`src/rtl/core_pkg.sv`:
```
// Shared RV32I core definitions: datapath widths, ALU control and writeback-select
// encodings, the ID/EX register layout, and the WB-to-ID write-through helper.
package core_pkg;

   localparam int XLEN = 32;
   localparam int RA_W = 5;

   localparam logic [3:0] ALU_ADD = 4'b0000;
   localparam logic [3:0] ALU_SUB = 4'b1000;
   localparam logic [3:0] ALU_SLL = 4'b0001;
   localparam logic [3:0] ALU_SRL = 4'b0101;
   localparam logic [3:0] ALU_SRA = 4'b1101;
   localparam logic [3:0] ALU_XOR = 4'b0100;
   localparam logic [3:0] ALU_OR  = 4'b0110;
   localparam logic [3:0] ALU_AND = 4'b0111;

   localparam logic [1:0] WB_ALU = 2'd0;
   localparam logic [1:0] WB_MEM = 2'd1;
   localparam logic [1:0] WB_PC4 = 2'd2;
   localparam logic [1:0] WB_IMM = 2'd3;

   typedef struct packed {
      logic            valid;
      logic [XLEN-1:0] pc;
      logic [XLEN-1:0] imm;
      logic [RA_W-1:0] rd;
      logic [RA_W-1:0] rs1;
      logic [RA_W-1:0] rs2;
      logic [XLEN-1:0] rs1_data;
      logic [XLEN-1:0] rs2_data;
      logic [3:0]      alu_ctrl;
      logic            a_sel;
      logic            b_sel;
      logic            reg_wen;
      logic            mem_read;
      logic            mem_write;
      logic [1:0]      wb_sel;
   } id_ex_t;

   // The register file is read in the same cycle WB writes it, so the old value must be bypassed.
   function automatic logic [XLEN-1:0] write_through(
      input logic [RA_W-1:0] rs,
      input logic [XLEN-1:0] rf_data,
      input logic            wb_wen,
      input logic [RA_W-1:0] wb_rd,
      input logic [XLEN-1:0] wb_data
   );
      if (wb_wen && (wb_rd != '0) && (wb_rd == rs)) return wb_data;
      return rf_data;
   endfunction

endpackage

```
`src/rtl/fwd_mux.sv`:
```
// EX-stage operand forwarding for one source register: MEM beats WB beats the stored value.
module fwd_mux
   import core_pkg::*;
(
   input  logic [RA_W-1:0] rs,
   input  logic [XLEN-1:0] stored,
   input  logic [RA_W-1:0] mem_rd,
   input  logic            mem_reg_wen,
   input  logic [XLEN-1:0] mem_result,
   input  logic [RA_W-1:0] wb_rd,
   input  logic            wb_reg_wen,
   input  logic [XLEN-1:0] wb_data,
   output logic [XLEN-1:0] fwd
);

   always_comb begin
      fwd = stored;
      if (mem_reg_wen && (mem_rd != '0) && (mem_rd == rs)) begin
         fwd = mem_result;
      end else if (wb_reg_wen && (wb_rd != '0) && (wb_rd == rs)) begin
         fwd = wb_data;
      end
   end

endmodule

```
`src/rtl/id_ex_stage.sv`:
```
// ID/EX pipeline register: captures decoded fields with WB write-through, detects
// load-use hazards, inserts bubbles, and forwards MEM/WB results into the ALU operands.
module id_ex_stage
   import core_pkg::*;
(
   input  logic            clock,
   input  logic            reset,
   input  logic            id_valid,
   input  logic [XLEN-1:0] id_pc,
   input  logic [RA_W-1:0] id_rs1,
   input  logic [RA_W-1:0] id_rs2,
   input  logic [RA_W-1:0] id_rd,
   input  logic            id_rs1_used,
   input  logic            id_rs2_used,
   input  logic [XLEN-1:0] id_rs1_data,
   input  logic [XLEN-1:0] id_rs2_data,
   input  logic [XLEN-1:0] id_imm,
   input  logic [3:0]      id_alu_ctrl,
   input  logic            id_a_sel,
   input  logic            id_b_sel,
   input  logic            id_reg_wen,
   input  logic            id_mem_read,
   input  logic            id_mem_write,
   input  logic [1:0]      id_wb_sel,
   input  logic [RA_W-1:0] mem_rd,
   input  logic            mem_reg_wen,
   input  logic [XLEN-1:0] mem_result,
   input  logic [RA_W-1:0] wb_rd,
   input  logic            wb_reg_wen,
   input  logic [XLEN-1:0] wb_data,
   input  logic            flush,
   output logic            stall_id,
   output logic            ex_valid,
   output logic [XLEN-1:0] ex_pc,
   output logic [XLEN-1:0] ex_imm,
   output logic [RA_W-1:0] ex_rd,
   output logic [XLEN-1:0] ex_alu_a,
   output logic [XLEN-1:0] ex_alu_b,
   output logic [3:0]      ex_alu_ctrl,
   output logic [XLEN-1:0] ex_store_data,
   output logic            ex_reg_wen,
   output logic            ex_mem_read,
   output logic            ex_mem_write,
   output logic [1:0]      ex_wb_sel
);

   id_ex_t          ex_q;
   id_ex_t          ex_d;
   logic            hazard;
   logic [XLEN-1:0] fwd_rs1;
   logic [XLEN-1:0] fwd_rs2;

   // Stall handshake: stall_id high means ID must hold its instruction (PC and IF/ID frozen)
   // and a bubble enters EX this edge; the held instruction is captured on the next edge.
   always_comb begin
      hazard = ex_q.valid && ex_q.mem_read && (ex_q.rd != '0) &&
               ((id_rs1_used && (ex_q.rd == id_rs1)) || (id_rs2_used && (ex_q.rd == id_rs2)));
      stall_id = hazard && id_valid && !flush;
   end

   always_comb begin
      ex_d = '0;
      if (!flush && !stall_id) begin
         ex_d.valid     = id_valid;
         ex_d.pc        = id_pc;
         ex_d.imm       = id_imm;
         ex_d.rd        = id_rd;
         ex_d.rs1       = id_rs1;
         ex_d.rs2       = id_rs2;
         ex_d.rs1_data  = write_through(id_rs1, id_rs1_data, wb_reg_wen, wb_rd, wb_data);
         ex_d.rs2_data  = write_through(id_rs2, id_rs2_data, wb_reg_wen, wb_rd, wb_data);
         ex_d.alu_ctrl  = id_alu_ctrl;
         ex_d.a_sel     = id_a_sel;
         ex_d.b_sel     = id_b_sel;
         ex_d.reg_wen   = id_reg_wen && id_valid;
         ex_d.mem_read  = id_mem_read && id_valid;
         ex_d.mem_write = id_mem_write && id_valid;
         ex_d.wb_sel    = id_wb_sel;
      end
   end

   always_ff @(posedge clock or posedge reset) begin
      if (reset) ex_q <= '0;
      else       ex_q <= ex_d;
   end

   fwd_mux u_fwd_rs1 (
      .rs          (ex_q.rs1),
      .stored      (ex_q.rs1_data),
      .mem_rd      (mem_rd),
      .mem_reg_wen (mem_reg_wen),
      .mem_result  (mem_result),
      .wb_rd       (wb_rd),
      .wb_reg_wen  (wb_reg_wen),
      .wb_data     (wb_data),
      .fwd         (fwd_rs1)
   );

   fwd_mux u_fwd_rs2 (
      .rs          (ex_q.rs2),
      .stored      (ex_q.rs2_data),
      .mem_rd      (mem_rd),
      .mem_reg_wen (mem_reg_wen),
      .mem_result  (mem_result),
      .wb_rd       (wb_rd),
      .wb_reg_wen  (wb_reg_wen),
      .wb_data     (wb_data),
      .fwd         (fwd_rs2)
   );

   always_comb begin
      ex_valid      = ex_q.valid;
      ex_pc         = ex_q.pc;
      ex_imm        = ex_q.imm;
      ex_rd         = ex_q.rd;
      ex_alu_a      = ex_q.a_sel ? ex_q.pc : fwd_rs1;
      ex_alu_b      = ex_q.b_sel ? ex_q.imm : fwd_rs2;
      ex_alu_ctrl   = ex_q.alu_ctrl;
      ex_store_data = fwd_rs2;
      ex_reg_wen    = ex_q.reg_wen;
      ex_mem_read   = ex_q.mem_read;
      ex_mem_write  = ex_q.mem_write;
      ex_wb_sel     = ex_q.wb_sel;
   end

endmodule

```
`config.mk`:
```
export PLATFORM = sky130hd
export DESIGN_NAME = id_ex_stage
export DESIGN_NICKNAME = d
export VERILOG_FILES = /design/src/rtl/core_pkg.sv /design/src/rtl/fwd_mux.sv /design/src/rtl/id_ex_stage.sv
export SDC_FILE = /design/constraint.sdc
export NUM_CORES = 1
export LEC_CHECK = 0
export BUFFER_PORTS_ARGS = -buffer_cell sky130_fd_sc_hd__buf_2
export CORE_MARGIN = 4
export CORE_UTILIZATION = 25
export CTS_BUF_LIST = sky130_fd_sc_hd__clkbuf_16
export CTS_CLUSTER_DIAMETER = 30
export DETAILED_ROUTE_END_ITERATION = 10
export GPL_TIMING_DRIVEN = 0
export PLACE_DENSITY = 0.47
export SYNTH_ARGS = -nofsm -noshare
export SYNTH_HDL_FRONTEND = slang
export SYNTH_SLANG_ARGS = --single-unit
```
`constraint.sdc`:
```
create_clock -name clock -period 5.3 [get_ports clock]
set_input_delay 0.795 -clock clock [delete_from_list [all_inputs] [get_ports clock]]
set_output_delay 0.795 -clock clock [all_outputs]
set_load 0.1 [all_outputs]
```
==> flow_summary.ini, run 1 <==
[drt]
wl_um = 40200
drc_errors = 0
viasPerCell = 4.60
wire_per_inst_um = 21.6
final_antenna_net_count = 0
first_pass_iters = 4
drtIter0Drc = 284
vias = 8544

[global_routing]
grt-busiest-layer = met2
gr-usage-met2_pct = 33.8
use_met1_pct = 26.0
grt_pass1_wl_um = 58000
grt_util_met3_pct = 4.58
grt_max_degree = 79
grt_overflow = 0
grt_pass1_vias = 9187
grt_usage_pct = 19.9
antenna_found_initial = 6

[pwr]
power_mw = 3.95
vdd_drop_max_uv = 228
p_per_area_mw_per_mm2 = 320
leakage_nw = 6.08

[synthesis]
syn_area_mm2 = 0.00906
synth_cell_types = 36
synth_compound_area_share_pct = 16.0
synthMuxAreaShare_pct = 7.07
syn_area_per_cell_um2 = 9.47
synth_xor_area_share_pct = 3.87
synth_top_family_by_area = simple AND/OR/NAND/NOR gates
yosys.area_share.simple_pct = 19.6
syn-instance-count = 957
synthesis.nets = 1193
synthAdderAreaFrac_pct = 0
ys_ff_latch = 155
seq_area_frac_synth_pct = 42.8
yosys_warnings = 0

[clock_tree]
h-tree-depth = 4
post_cts.repair.setup_buffers = 0
cts-root-buf = clkbuf_16
insertion_delay_ns = 0.44
clk_path_buf_depth = 2
clock_sinks = 155
cts_buffers = 17
cts_tree = built
clkTransAtPathRegs_ns = 0.07
ctsResizeCount = 0
ctsHoldBuffers = 0

[min_path]
min-delay-path-class = in -> async

[timing]
timing.hold.ws_ns = 0.394
tns_ns = 0
fmax_mhz = 217
slew_violations = 0
min_period_over_period_pct = 86.8
finalSetupViolations = 0
rsz0062_at_grt = no
slew_headroom_pct = 17.8
period_needed_ns = 4.60
skew_ns = 0.00921
hold_violations = 0
worstMarginPinSlew_ns = 1.23

[setup_path]
end_kind = output pin
path_cells = clkbuf_1, xor2_1, nor4_2, and2_1, buf_6, buf_6, a211oi_2, o31ai_1, buf_2
worst-path-buf-inv = 4
crit_top_cell = buf_6
worstPathArrival_ns = 3.80
critical_path.top_delay_family = simple AND/OR/NAND/NOR gates
worstSetupPathType = in -> out
critPathMaxStageDelay_ns = 0.92
critPathMaxFanout = 10
crit_required_ns = 4.51
cp-start-kind = input port
crit_slowest_cell = nor4_2

[placed_design]
gp_congestion = 0.804
dp_cells = 1826
placed_area_mm2 = 0.0117
hpwl_um = 30700
port_buffers = 406

[finish]
final_nets = 1620
stdcell_count = 1859
final_cell_area_mm2 = 0.0124
area_delta_synth_final_pct = 36.4
drive_gt1_share_pct = 40.9
fillers = 3831

[die]
dieArea_mm2 = 0.0393
num_rows = 69
design.core.area_mm2 = 0.0357
initial_core_util_pct = 25.4
io_pins = 412
die_w_um = 198
die_h_um = 198

[job]
max_cap_violations = 0

[outcome]
status = finished clean
==> sequential cells by signal, summed over array words and instances (netlist names) <==
signal        cells
ex_alu_ctrl       4
ex_reg_wen        1
ex_rd             5
ex_q             76
ex_valid          1
ex_wb_sel         2
ex_pc            32
ex_imm           32
ex_mem_write      1
ex_mem_read       1
==> layout by cell type (no fill, tap or decap), drive strengths merged, types with 5 or more instances in the layout <==
master	Yosys	final
a221oi	32	32
o31ai	64	64
clkbuf	53	70
nand2	67	67
dfrtp	155	155
and3	32	32
xor2	17	17
buf	102	510
nor2	165	165
and2	91	91
clkinv	0	8
a211oi	32	32
mux2i	64	64
a21boi	32	32
xnor2	23	23
bufinv	0	5
==> cell type report <==
cell class | instances | area (µm²) | area share [%]
diodes | 2 | 5.00 | 0.0405
clock buffers | 17 | 425 | 3.44
plain buffers | 155 | 958 | 7.76
clock inverters | 14 | 204 | 1.65
multi-input cells | 646 | 4230 | 34.2
flip-flops and latches | 155 | 3880 | 31.4
inverters | 1 | 11.3 | 0.0911
well taps | 461 | 577 | 4.67
repair buffers | 408 | 2070 | 16.7
==> metrics by stage <==
step | util (%) | setup WS, ns
6_report | 34.7 | 0.702
5_1_grt | 34.7 | 0.523
4_1_cts | 34.6 | 0.588
3_5_place_dp | 32.9 | 0.607
3_3_place_gp | 32.7 | -2.15
2_1_floorplan | - | 0.0711
==> logic make-up (layout without fill, tap and decap cells) <==
| family | Yosys count | count (layout) |
|---|---|---|
| AND/OR/NAND/NOR | 374 | 374 |
| AO/OA/AOI/OAI | 168 | 168 |
| buffers and inverters | 156 | 595 |
| flip-flops | 155 | 155 |
| multiplexers | 64 | 64 |
| XOR/XNOR | 40 | 40 |
| other | 0 | 2 |
==> power by group <==
| part | switching (mW) | internal (mW) |
|---|---|---|
| combinational | 1.03 | 0.285 |
| sequential | 0.0289 | 1.24 |
| clock | 0.531 | 0.828 |
==> routing by layer <==
| metal | share of wire (%) | vias up | wire length (µm) |
|---|---|---|---|
| met4 | 1.6 | 4 | 631 |
| met3 | 6.0 | 34 | 2410 |
| met5 | 0.055 | - | 22 |
| met2 | 49 | 312 | 19800 |
| li1 | - | 4072 | - |
| met1 | 43 | 4122 | 17300 |
==> final timing paths <==
check / start / depth (start not counted) / endpoint / slack (ns)
max reg2reg: ex_rd[0] / 6 / ex_pc[15] / 2.04
min reg2reg: ex_mem_read / 3 / ex_valid / 0.90
min in group clock: id_alu_ctrl[0] / 2 / ex_alu_ctrl[0] / 0.55
max: wb_rd[3] / 9 / ex_alu_b[3] / 0.70
min: reset / 2 / ex_imm[3] / 0.39
max in group asynchronous: reset / 3 / ex_imm[15] / 4.08
==> cell usage after synthesis (all sizes together) <==
| master | count | share of area, % |
|---|---|---|
| a211oi | 32 | 4.3 |
| a21boi | 32 | 2.7 |
| a21o | 1 | 0.083 |
| a21oi | 3 | 0.17 |
| a221oi | 32 | 3.1 |
| and2 | 91 | 6.3 |
| and3 | 32 | 2.2 |
| and4 | 2 | 0.19 |
| buf | 102 | 8.4 |
| clkbuf | 53 | 2.2 |
| dfrtp | 155 | 43 |
| inv | 1 | 0.041 |
| mux2i | 64 | 7.1 |
| nand2 | 67 | 2.8 |
| nand2b | 1 | 0.069 |
| nand3 | 2 | 0.17 |
| nand4 | 4 | 0.28 |
| nor2 | 165 | 6.8 |
| nor3 | 4 | 0.22 |
| nor4 | 2 | 0.21 |
| o211a | 1 | 0.19 |
| o211ai | 1 | 0.083 |
| o21a | 1 | 0.083 |
| o22ai | 1 | 0.069 |
| o31ai | 64 | 5.3 |
| or2 | 1 | 0.069 |
| or4 | 3 | 0.29 |
| xnor2 | 23 | 2.2 |
| xor2 | 17 | 1.6 |
(Power assumes the default switching activity.)
==> run 2, diff against run 1 <==
--- a/config.mk
+++ b/config.mk
@@ -12,7 +12,9 @@
 export CTS_CLUSTER_DIAMETER = 30
 export DETAILED_ROUTE_END_ITERATION = 10
 export GPL_TIMING_DRIVEN = 0
-export PLACE_DENSITY = 0.47
+export PLACE_DENSITY = 0.45
+export RECOVER_POWER = 50
 export SYNTH_ARGS = -nofsm -noshare
 export SYNTH_HDL_FRONTEND = slang
+export SYNTH_HIERARCHICAL = 1
 export SYNTH_SLANG_ARGS = --single-unit
==> run 2 against run 1 <==
Net effect: via count rose by 36%; core utilization fell by 1.4 points; sequential share of layout area is 4.5 points lower; critical path depth shrank 1; register-to-register slack better by 0.39 ns; non-clock buffer count up 89; clock skew shrank 0.00095 ns; the run now ends with max-capacitance violations, max-slew violations left; power rose by 7.7%; area after synthesis up 22%.
==> flow_summary.ini, run 2 <==
[outcome]
status = complete, but fails checks
failed_checks = max-capacitance violations, max-slew violations

[finish]
fillers = 4742
final_cell_mix = buf_2 (351), clkbuf_1 (175), dfrtp_1 (155)
largest_register_ffs = 76
seq_area_mm2 = 0.00388
regMostFlops = ex_q
drive_gt1_share_pct = 37.0
area_delta_synth_final_pct = 30.3
multi_input_area_mm2 = 0.00556
final_nets = 1846
final_common_cell = buf_2
final_core_util_pct = 33.2

[global_routing]
grt_overflow = 0
grt_pass1_vias = 12000
antenna_found_initial = 7
grt_usage_pct = 23.1
grt_pass1_wl_um = 81100
grt_max_degree = 83

[setup_path]
timing.rr.end = ex_pc[27]
crit_required_ns = 4.51
worstReg2RegStart = ex_rd[4]
cp-start-kind = input port
reg2reg_slack_ns = 2.43
rr_worst_depth = 6
worstPathArrival_ns = 3.71
worstSetupPathType = in -> out
end_kind = output pin
worstSetupStartpoint = wb_rd[4]
critPathMaxFanout = 10

[synthesis]
synth_area_leaders = dfrtp_1 (35%), o31ai_1 (8.7%), a221oi_2 (8.1%), nand4_1 (7.3%), mux2_2 (6.5%)
synth_xor_area_share_pct = 2.84
syn-instance-count = 1180
yosys.area.top_type_share_pct = 35.0
yosys.area_share.simple_pct = 13.1
synthAdderAreaFrac_pct = 0
syn_area_per_cell_um2 = 9.40
ys_ff_latch = 155
syn_area_mm2 = 0.0111
synth_most_common_cell = dfrtp_1
synth_cell_types = 33
seq_area_frac_synth_pct = 35.0
synthesis.nets = 1416
async_flop_share_pct = 100
synth_top_area_cell = dfrtp_1
synth_compound_area_share_pct = 27.7
synth_edf_count = 0
synth_top_family_by_area = compound AO/OA/AOI/OAI gates
yosys_warnings = 6
synthTopCellsByCount = dfrtp_1 (155), nand4_1 (130), o31ai_1 (128)
synthMuxAreaShare_pct = 6.50
ys.flop_type = dfrtp_1

[timing]
min_period_over_period_pct = 84.9
timing.hold.ws_ns = 0.551
slew_violations = 74
finalSetupViolations = 0
period_needed_ns = 4.50
hold_violations = 0
skew_ns = 0.00827
fmax_mhz = 222
rsz0062_at_grt = no
worstMarginPinSlew_ns = 3.68
slew_headroom_pct = -147

[job]
max_cap_violations = 1

[die]
dieArea_mm2 = 0.0478
num_rows = 76
die_h_um = 219
initial_core_util_pct = 25.5
io_pins = 412
die_w_um = 219
design.core.area_mm2 = 0.0435

[min_path]
min-delay-path-class = in -> reg
hp-start = id_imm[13]
whs_path_depth = 3
min_to = ex_imm[13]

[drt]
drtIter0Drc = 746
wire_per_inst_um = 25.8
viasPerCell = 5.24
drc_errors = 0
wl_um = 57000
final_antenna_net_count = 0
vias = 11600
first_pass_iters = 5

[pwr]
vdd_drop_max_uv = 167
p_per_area_mw_per_mm2 = 295
leakage_nw = 6.08

[clock_tree]
clock_sinks = 155
ctsHoldBuffers = 0
h-tree-depth = 4
ctsResizeCount = 0
post_cts.repair.setup_buffers = 0
insertion_delay_ns = 0.45
clk_path_buf_depth = 2
clkTransAtPathRegs_ns = 0.07
cts-root-buf = clkbuf_16
cts_tree = built
cts_buffers = 17

[placed_design]
gp_congestion = 0.863
hpwl_um = 44700
port_buffers = 410
run 2: cell types whose count changed in the layout (fill, tap and decap cells not counted), sizes merged, moves of 58 or more:
| cell | change |
|---|---|
| a211oi | +58 |
| a31oi | +64 |
| nor2 | -162 |
| and2 | -85 |
| o31ai | +64 |
| mux2i | -64 |
| nor4 | +64 |
| mux2 | +64 |
| inv | +89 |
| nand4 | +126 |
| clkbuf | +122 |
run 2: kinds of logic (layout without fill, tap and decap cells):
kind of cell	count (synthesis)	after routing
xor gates and xnor gates	36	36
AOI/OAI and AO/OA	357	357
muxes	64	64
DFF	155	155
buffers and inverters	332	775
and+or+nand+nor	236	236
other	0	5
run 2: layer usage:
metal / routed length, µm / up-vias / track usage (%)
met1: 24600 / 5705 / 30.2
met2: 27200 / 457 / 38.5
met3: 4020 / 54 / 5.38
met5: 30 / - / 0
li1: - / 5375 / -
met4: 1150 / 6 / 6.26
run 2: area by class of cell:
type / instances / share of cell area [%]
clock inverters: 15 / 1.42
clock buffers: 17 / 2.95
diodes: 5 / 0.0866
flip-flops and latches: 155 / 26.9
inverters: 91 / 2.37
multi-input cells: 693 / 38.5
plain buffers: 241 / 9.06
well taps: 585 / 5.07
repair buffers: 411 / 13.7
run 2: critical path, stage by stage:
cell and delay [ns]:
buf_2 0.16, or2_1 0.26, o21ai_1 0.70, clkbuf_1 0.44, nand4_1 0.15, a31oi_1 0.50
mux2_2 0.27, buf_2 0.42
run 2: metrics by stage:
step	power [mW]	setup WS (ns)	area (µm²)	setup TNS, ns	std cells
after floorplan	2.49	0.272	11100	0	1180
after global placement	2.92	-2.08	13900	-319.67	2175
after detailed placement	2.93	0.897	13900	0	2176
after CTS	4.31	0.873	14500	0	2208
after global routing	4.42	0.814	14400	0	2211
final	4.26	0.799	14400	0	2213
run 2: worst max path at each step:
stage	end	slack (ns)
final	ex_alu_b[20]	0.80
after global routing	ex_alu_b[20]	0.81
after CTS	ex_alu_b[20]	0.87
after detailed placement	ex_alu_b[20]	0.90
after global placement	ex_pc[13]	-2.08
after floorplan	ex_alu_b[10]	0.27
run 2: where the power goes:
part	leakage [nW]	total, mW	internal [mW]	switching, mW
Combinational	3.78	1.62	0.339	1.28
Clock	0.299	1.35	0.826	0.528
Sequential	2.00	1.28	1.25	0.0331
==> run 3, diff against run 2 <==
==> constraint.sdc (replaced) <==
create_clock -name clock -period 3.63 [get_ports clock]
set_input_delay 0.5445 -clock clock [delete_from_list [all_inputs] [get_ports clock]]
set_output_delay 0.5445 -clock clock [all_outputs]
set_load 0.1 [all_outputs]
==> run 3 against run 2 <==
Net effect: the flow still finishes with violations (max-capacitance violations, max-slew violations); hold slack worse by 0.39 ns; critical path depth stayed put; flip-flop and latch count stayed put; core utilization is 1.4 points higher; combinational power is 52% higher; critical endpoint is now ex_alu_b[8]; via count is 1.7% higher; register-to-register slack worse by 1.9 ns.
==> flow_summary.ini, run 3 (same netlist as run 2, synthesis figures left out) <==
[clock_tree]
ctsHoldBuffers = 0
clk_path_buf_depth = 2
insertion_delay_ns = 0.44
cts_buffers = 17
cts-root-buf = clkbuf_16
h-tree-depth = 4
cts_tree = built
clkTransAtPathRegs_ns = 0.07
clock_sinks = 155

[placed_design]
hpwl_um = 46100
port_buffers = 410
dp_cells = 2179
gp_congestion = 0.906

[die]
initial_core_util_pct = 25.5
dieArea_mm2 = 0.0478
design.core.area_mm2 = 0.0435
io_pins = 412
num_rows = 76
die_h_um = 219
die_w_um = 219

[setup_path]
worstPathArrival_ns = 3.02
reg2reg_slack_ns = 0.51
worstSetupPathType = reg -> out
end_kind = output pin
critPathMaxFanout = 10
cp-start-kind = flop
crit_required_ns = 3.09

[global_routing]
grt_max_degree = 39
grt_overflow = 0
grt_usage_pct = 23.2
grt_pass1_vias = 11900
grt_pass1_wl_um = 80000
antenna_found_initial = 19

[drt]
wire_per_inst_um = 26.1
vias = 11800
first_pass_iters = 5
drc_errors = 0
drtIter0Drc = 1015
wl_um = 57800
final_antenna_net_count = 0
viasPerCell = 5.33

[pwr]
p_per_area_mw_per_mm2 = 411
vdd_drop_max_uv = 296
leakage_nw = 6.18

[outcome]
status = complete, but fails checks
failed_checks = max-capacitance violations, max-slew violations

[timing]
period_needed_ns = 3.57
fmax_mhz = 280
hold_violations = 0
worstMarginPinSlew_ns = 2.24
slew_violations = 70
slew_headroom_pct = -49.2
min_period_over_period_pct = 98.2
finalSetupViolations = 0
rsz0062_at_grt = no
skew_ns = 0.00781

[finish]
drive_gt1_share_pct = 40.7
final_nets = 1846
final_common_cell = buf_2
area_delta_synth_final_pct = 35.8
largest_register_ffs = 76
final_cell_mix = buf_2 (305), clkbuf_1 (159), dfrtp_1 (155)
regMostFlops = ex_q
stdcell_count = 2213
fillers = 4639
final_core_util_pct = 34.6

[min_path]
min-delay-path-class = in -> async

[job]
max_cap_violations = 2
-- run 3: cell count changes in the layout (fill, tap and decap cells not counted), moves of 16 or more --
| cell | previous run | this run |
|---|---|---|
| clkbuf_2 | 0 | 16 |
| clkbuf_1 | 175 | 159 |
| buf_4 | 77 | 122 |
| buf_2 | 351 | 305 |
| a31oi_4 | 0 | 30 |
| a31oi_1 | 64 | 30 |
-- run 3: per-stage QoR --
stage | setup slack, ns | area [µm²] | total power [mW] | TNS (ns) | hold slack (ns)
6_report | 0.0645 | 15100 | 6.19 | 0 | 0.159
5_1_grt | 0.00341 | 15000 | 6.41 | 0 | 0.182
4_1_cts | 0.00448 | 15100 | 6.25 | 0 | 0.0725
3_5_place_dp | -0.156 | 14400 | 4.33 | -1.92 | 0.562
3_3_place_gp | -0.226 | 14300 | 4.30 | -32.77 | 0.759
2_1_floorplan | -0.116 | 11600 | 3.68 | -0.116 | 0.652
-- run 3: timing repair --
item | 4_1_cts | 5_1_grt
gates resized for setup | 58 | 38
setup endpoints to repair | 88 | 83
setup buffers | 0 | 0
-- run 3: cell type report --
| cell class | instances | area (µm²) | share of cell area (%) |
|---|---|---|---|
| sequential | 155 | 3880 | 25.8 |
| clock buffer | 17 | 425 | 2.83 |
| multi-input combinational | 693 | 6060 | 40.3 |
| timing repair buffer | 414 | 2120 | 14.1 |
| buffer | 238 | 1320 | 8.77 |
| tap | 585 | 732 | 4.86 |
| clock inverter | 14 | 155 | 1.03 |
| inverter | 91 | 343 | 2.28 |
| antenna | 6 | 15.0 | 0.0998 |
-- run 3: worst max-delay path, cell delays in order (launching register included) --
cell      delay (ns)
dfrtp_1         0.42
xnor2_1         0.17
and2_1          0.15
clkbuf_1        0.41
clkbuf_2        0.34
nand4_1         0.21
a31oi_4         0.27
mux2_2          0.18
buf_2           0.42
-- run 3: power by group --
part	internal [mW]	switching [mW]	total (mW)	leakage [nW]
Clock	1.07	0.789	1.86	0.273
Combinational	0.559	1.91	2.47	3.91
Sequential	1.82	0.0467	1.87	2.00
Total	3.44	2.74	6.19	6.18
-- run 3: path summary, 6_finish.rpt --
path,startpoint,to,depth (start not counted)
min in group clock,id_alu_ctrl[2],ex_alu_ctrl[2],3
worst max register to register,ex_rd[4],ex_imm[25],6
worst min register to register,ex_mem_read,ex_q[25],4
worst max-delay path,ex_q[76],ex_alu_b[8],8
worst min-delay path,reset,ex_q[81],2
max in group asynchronous,reset,ex_imm[5],3
-- run 3: per-layer routing --
layer  GRT usage [%]  part of all wire (%)  vias up
li1                -                     -     5394
met1            29.5                    41     5812
met2            38.4                    48      479
met3            6.37                   8.0       88
met4            7.04                   2.6       20
met5               0                  0.25        -
